$ cat src/rtl/scene_pkg.sv
// Shared types and constants for the scene-constant register bank.
// Word indices describe where each constant lives in the 30-word scene packet.
`timescale 1ns/1ps
package scene_pkg;

   typedef enum logic [1:0] {IDLE, LOAD, CHECK, PENDING} scene_state_t;

   localparam int NUM_SCENE_WORDS = 30;
   localparam int SCENE_WORD_W    = 16;
   localparam int BPW             = SCENE_WORD_W / 8;
   localparam int TOTAL_BYTES     = NUM_SCENE_WORDS * BPW;
   localparam int IDX_W           = $clog2(TOTAL_BYTES + 1);

   // First word of each scene field; vectors are XYZ triples, VP rows are four words
   localparam int W_V0     = 0;
   localparam int W_V1     = 3;
   localparam int W_V2     = 6;
   localparam int W_N      = 9;
   localparam int W_L      = 12;
   localparam int W_VP_R0  = 15;
   localparam int W_VP_R1  = 19;
   localparam int W_VP_R3  = 23;
   localparam int W_V3     = 27;

endpackage

$ cat src/rtl/scene_reg_bank.sv
// Byte-serial loader with shadow/active double buffering for scene constants.
// The active bank changes only by a whole-packet commit, so the shader never sees a partial update.
`timescale 1ns/1ps
module scene_reg_bank
   import scene_pkg::*;
#(
   parameter int NUM_WORDS      = NUM_SCENE_WORDS,
   parameter int WORD_W         = SCENE_WORD_W,
   parameter int CHECKSUM_EN    = 1,
   parameter int COMMIT_ON_SYNC = 1
) (
   input  logic                        clk,
   input  logic                        reset,
   input  logic                        byte_valid,
   input  logic [7:0]                  byte_data,
   input  logic                        sof,
   input  logic                        frame_sync,
   output logic [NUM_WORDS*WORD_W-1:0] regs_o,
   output logic                        commit_o,
   output logic                        err_o,
   output logic                        pending_o,
   output logic                        busy_o
);

   localparam int BYTES_PER_WORD = WORD_W / 8;
   localparam int TOTAL          = NUM_WORDS * BYTES_PER_WORD;
   localparam int CNT_W          = $clog2(TOTAL + 1);
   localparam int BANK_W         = NUM_WORDS * WORD_W;
   localparam logic [CNT_W-1:0] LAST_IDX = CNT_W'(TOTAL - 1);

   scene_state_t      state, state_nxt;
   logic [CNT_W-1:0]  idx, idx_nxt, wr_idx;
   logic [7:0]        acc, acc_nxt, acc_base;
   logic [BANK_W-1:0] shadow;
   logic              load_byte, do_commit, err_nxt;

   // sof restarts the packet regardless of state; a byte arriving with it is byte 0
   assign wr_idx   = sof ? '0 : idx;
   assign acc_base = sof ? '0 : acc;

   always_comb begin
      state_nxt = state;
      idx_nxt   = idx;
      acc_nxt   = acc;
      load_byte = 1'b0;
      do_commit = 1'b0;
      err_nxt   = 1'b0;
      if (sof) begin
         state_nxt = LOAD;
         idx_nxt   = '0;
         acc_nxt   = '0;
         load_byte = byte_valid;
      end else begin
         case (state)
            LOAD:    load_byte = byte_valid;
            CHECK: begin
               if (byte_valid) begin
                  if (byte_data == acc) begin
                     state_nxt = PENDING;
                  end else begin
                     err_nxt   = 1'b1;
                     state_nxt = IDLE;
                  end
               end
            end
            PENDING: begin
               // Extra bytes here are an overrun: flagged and dropped, data kept
               err_nxt = byte_valid;
               if ((COMMIT_ON_SYNC == 0) || frame_sync) begin
                  do_commit = 1'b1;
                  state_nxt = IDLE;
               end
            end
            default: ;
         endcase
      end
      if (load_byte) begin
         acc_nxt = acc_base ^ byte_data;
         idx_nxt = wr_idx + CNT_W'(1);
         if (wr_idx == LAST_IDX)
            state_nxt = (CHECKSUM_EN != 0) ? CHECK : PENDING;
      end
   end

   always_ff @(posedge clk) begin
      if (reset) begin
         state    <= IDLE;
         idx      <= '0;
         acc      <= '0;
         shadow   <= '0;
         regs_o   <= '0;
         commit_o <= 1'b0;
         err_o    <= 1'b0;
      end else begin
         state    <= state_nxt;
         idx      <= idx_nxt;
         acc      <= acc_nxt;
         commit_o <= do_commit;
         err_o    <= err_nxt;
         // Commit reads shadow before this edge's write lands
         if (do_commit)
            regs_o <= shadow;
         // Words are little-endian and byte-aligned, so byte i sits at bit 8*i
         for (int b = 0; b < TOTAL; b++) begin
            if (load_byte && (wr_idx == CNT_W'(b)))
               shadow[b*8 +: 8] <= byte_data;
         end
      end
   end

   assign pending_o = (state == PENDING);
   assign busy_o    = (state == LOAD) || (state == CHECK);

endmodule
$ cat config.mk
export PLATFORM = sky130hd
export DESIGN_NAME = scene_reg_bank
export DESIGN_NICKNAME = d
export VERILOG_FILES = /design/src/rtl/scene_pkg.sv /design/src/rtl/scene_reg_bank.sv
export SDC_FILE = /design/constraint.sdc
export NUM_CORES = 2
export LEC_CHECK = 0
export ABC_CLOCK_PERIOD_IN_PS = 2650
export BUFFER_PORTS_ARGS = -buffer_cell sky130_fd_sc_hd__clkbuf_2
export CAP_MARGIN = 25
export CORE_UTILIZATION = 51
export DETAILED_ROUTE_END_ITERATION = 16
export GPL_ROUTABILITY_DRIVEN = 0
export PLACE_DENSITY = 0.75
export SYNTH_ARGS = -nofsm -noshare
export SYNTH_HDL_FRONTEND = slang
export SYNTH_SLANG_ARGS = --single-unit
$ cat constraint.sdc
create_clock -name clk -period 2.65 [get_ports clk]
set_clock_uncertainty 0.2 [all_clocks]
set_input_delay 0.53 -clock clk [delete_from_list [all_inputs] [get_ports clk]]
set_output_delay 0.53 -clock clk [all_outputs]
set_load 0.02 [all_outputs]
==> metrics.md <==
| Metric | Value |
|---|---|
| Status | `finished clean` |
| Max Slew Vio Count | `0` |
| Clk sink count | `978` |
| Mapped Cells | `3,876` |
| R2R setup slack | `0.25 ns` |
| Synth area leaders | `dfxtp_1, mux2i_1, nand2_1` |
| Fin crit period | `2.51 ns` |
| RSZ-0062 raised after global routing | `false` |
| Number of remaining DRC errors | `0` |
| Most used cell, CP | `inv_1` |
| First-pass GRT wire length | `147,000 um` |
| Die H | `265 um` |
| DRT Wirelength | `96,800 um` |
| CP bufs+invs | `3` |
| Routed vias/inst | `5.30` |
| Post-synth top area cell | `dfxtp_1` |
| Synth async-reset ratio | `0%` |
| CTS-repair resized insts | `0` |
| DR WL/cell | `18.4 um` |
| Number of synthesized flops with an enable pin | `0` |
| Die width | `265 um` |
| Mapped Area | `0.0354 sq mm` |
| PortBufs | `496` |
| Max-Cap Viols | `0` |
| Post-synth cell types | `46` |
| Finished Layout Cells | `5,272` |
| Antenna Nets Post-Route | `0` |
| Hold crit path type | `in2reg` |
| FP Rows | `96` |
| R2r endpoint | `shadow[410]` |
| Req. time, crit path | `1.92 ns` |
| Worst EP arrival | `1.78 ns` |
| Tcrit/Tclk final | `94.8%` |
| Congestion Overflow GR | `0` |
| Placed Cells | `5,093` |
| First-pass iteration count of the detailed router | `6` |
| Setup crit start | `state[0]` |
| Via Count | `28.0k` |
| Hold EP | `shadow[11]` |
| Setup TNS | `0 ns` |
| Initial antenna violation count | `6` |
| R2r worst-path depth | `5` |
| WHS Path Cells | `2` |
| Core ar. | `0.0686 sq mm` |
| Max-slew headroom | `48.1%` |
| Worst hold slack | `0.0467 ns` |
| Critical path, cell by cell | `inv_1 -> ha_1 -> inv_1 -> clkbuf_2` |
| HPWL after DPL | `60,600 um` |
| Initial drt markers | `2,184` |
| CTS tree | `done` |
| Final setup fails | `0` |
| Clk_lat worst skew | `0.64 ns` |
| Slowest CP cell | `dfxtp_1` |
| Max IR drop VDD | `0.440 mV` |
| Reg2reg start | `idx[3]` |
| Crit-path max FO | `3` |
| Pre-CTS setup slack | `0.0413 ns` |
| Overall Power | `30.0 mW` |
| Die ar. | `0.0704 sq mm` |
| Syn Area/Cell | `9.12 sq um` |
| Final #Nets | `4,287` |
| CP max stage delay | `0.36 ns` |
| Leakage power | `18.5 nW` |
| Kind of critical path | `reg2out` |
| Final Hold Fails | `0` |
| PwrDens | `703 mW/mm^2` |
| Share of the synthesized area in the top cell type | `55.4%` |
| Cts bufs inserted | `99` |
| Least-Margin Pin Slew | `0.779 ns` |
| Root buf cell | `clkbuf_16` |
| CP top delay family | `buffers and inverters` |
| Nature of the critical path endpoint | `output port` |
| Clock Tree Buf Depth | `3` |
| Layout cells sized above 1 | `19.0%` |
| Ys flop type | `dfxtp_1` |
| FF+latch count, synth | `978` |
| Post-Synthesis Net Count | `3,896` |
| Sequential fraction of the synthesis area | `55.4%` |
| Setup WS post-layout | `0.139 ns` |
| Yosys warnings | `0` |
| Post-synth top cells | `nand2_1, dfxtp_1, nor2_1` |
| Antenna Cells | `0` |
| H-tree lvl count | `3` |
| Largest net degree at the start of global routing | `117` |
| Initial Util | `51.6%` |
| Crit path launch type | `flip-flop` |
| Clk pin slew, worst setup/hold paths | `0.06 ns` |
| Top-count cell post-synth | `nand2_1` |
| Num ports | `497` |
| Hold Crit Start | `reset` |
| Area growth syn-to-layout | `20.7%` |
| Vias in the first global route | `26.0k` |
| Total track usage | `26.4%` |
| Max Freq | `398 MHz` |
worst max-delay path by stage:
| stage | slack (ns) | cells after the start | to |
|---|---|---|---|
| final | 0.14 | 4 | busy_o |
| after global routing | 0.06 | 4 | busy_o |
| after CTS | 0.09 | 6 | shadow[8] |
| after detailed placement | 0.04 | 6 | shadow[9] |
| after global placement | 0.07 | 6 | shadow[10] |
| after floorplan | 0.003 | 12 | shadow[433] |
flip-flops by register name, summed over array words and instances (netlist names):
name	cells
commit_o	1
err_o	1
shadow	480
acc	8
idx	6
regs_o	480
state	2
through the flow:
stage	utilization, %	instance area [sq um]
5_1_grt	62.2	42700
3_5_place_dp	57.2	39200
3_3_place_gp	57.2	39200
4_1_cts	62.2	42600
2_1_floorplan	-	35400
6_report	62.2	42700
cells in the final DEF, fill, tap and decap left out, drive strengths merged, types with 3 or more instances in the layout:
cell type / instances
and4b: 3
and4bb: 8
nor4: 3
dfxtp: 978
clkinv: 10
o211ai: 12
nand3: 18
nand4: 12
and3: 14
nand2: 981
bufinv: 11
buf: 117
nor3: 9
xnor2: 11
inv: 12
ha: 7
xor2: 10
o2111ai: 4
nand2b: 5
a21oi: 482
nor2: 497
nand4b: 3
mux2i: 480
clkbuf: 634
final cells by class:
cell class	instances	area, sq um
fill	5671	25900
sequential	978	19600
multi-input combinational	2577	14400
timing repair buffer	604	4070
clock buffer	147	2950
tap	931	1160
clock inverter	28	473
inverter	7	26.3
routing by layer:
layer	vias to the layer above	track usage [%]	part of all wire [%]
met5	-	0	0.088
met3	168	4.50	5.8
met4	12	9.12	2.8
met2	863	43.1	48
met1	13478	35.4	43
li1	13441	-	-
power breakdown:
group / internal [mW] / switching, mW / total, mW
sequential: 14.7 / 0.0111 / 14.7
combinational: 0.175 / 0.555 / 0.730
clock: 8.77 / 5.78 / 14.5
kinds of logic (layout without fill, tap and decap cells):
logic type / count (synthesis) / after routing / synth area share (%)
AND/OR/NAND/NOR: 1562 / 1562 / 18.4
flip-flops: 978 / 978 / 55.4
AO/OA/AOI/OAI: 507 / 507 / 7.87
multiplexers: 480 / 480 / 13.6
buffers and inverters: 321 / 786 / 4.02
XOR/XNOR: 21 / 21 / 0.520
adder cells (fa/ha/maj): 7 / 7 / 0.248
repair_timing:
action / 4_1_cts / 5_1_grt
buffers inserted: 0 / 4
hold buffers: 0 / 0
setup endpoints to repair: 0 / 7
No activity file was read; power rests on OpenSTA's default activity.
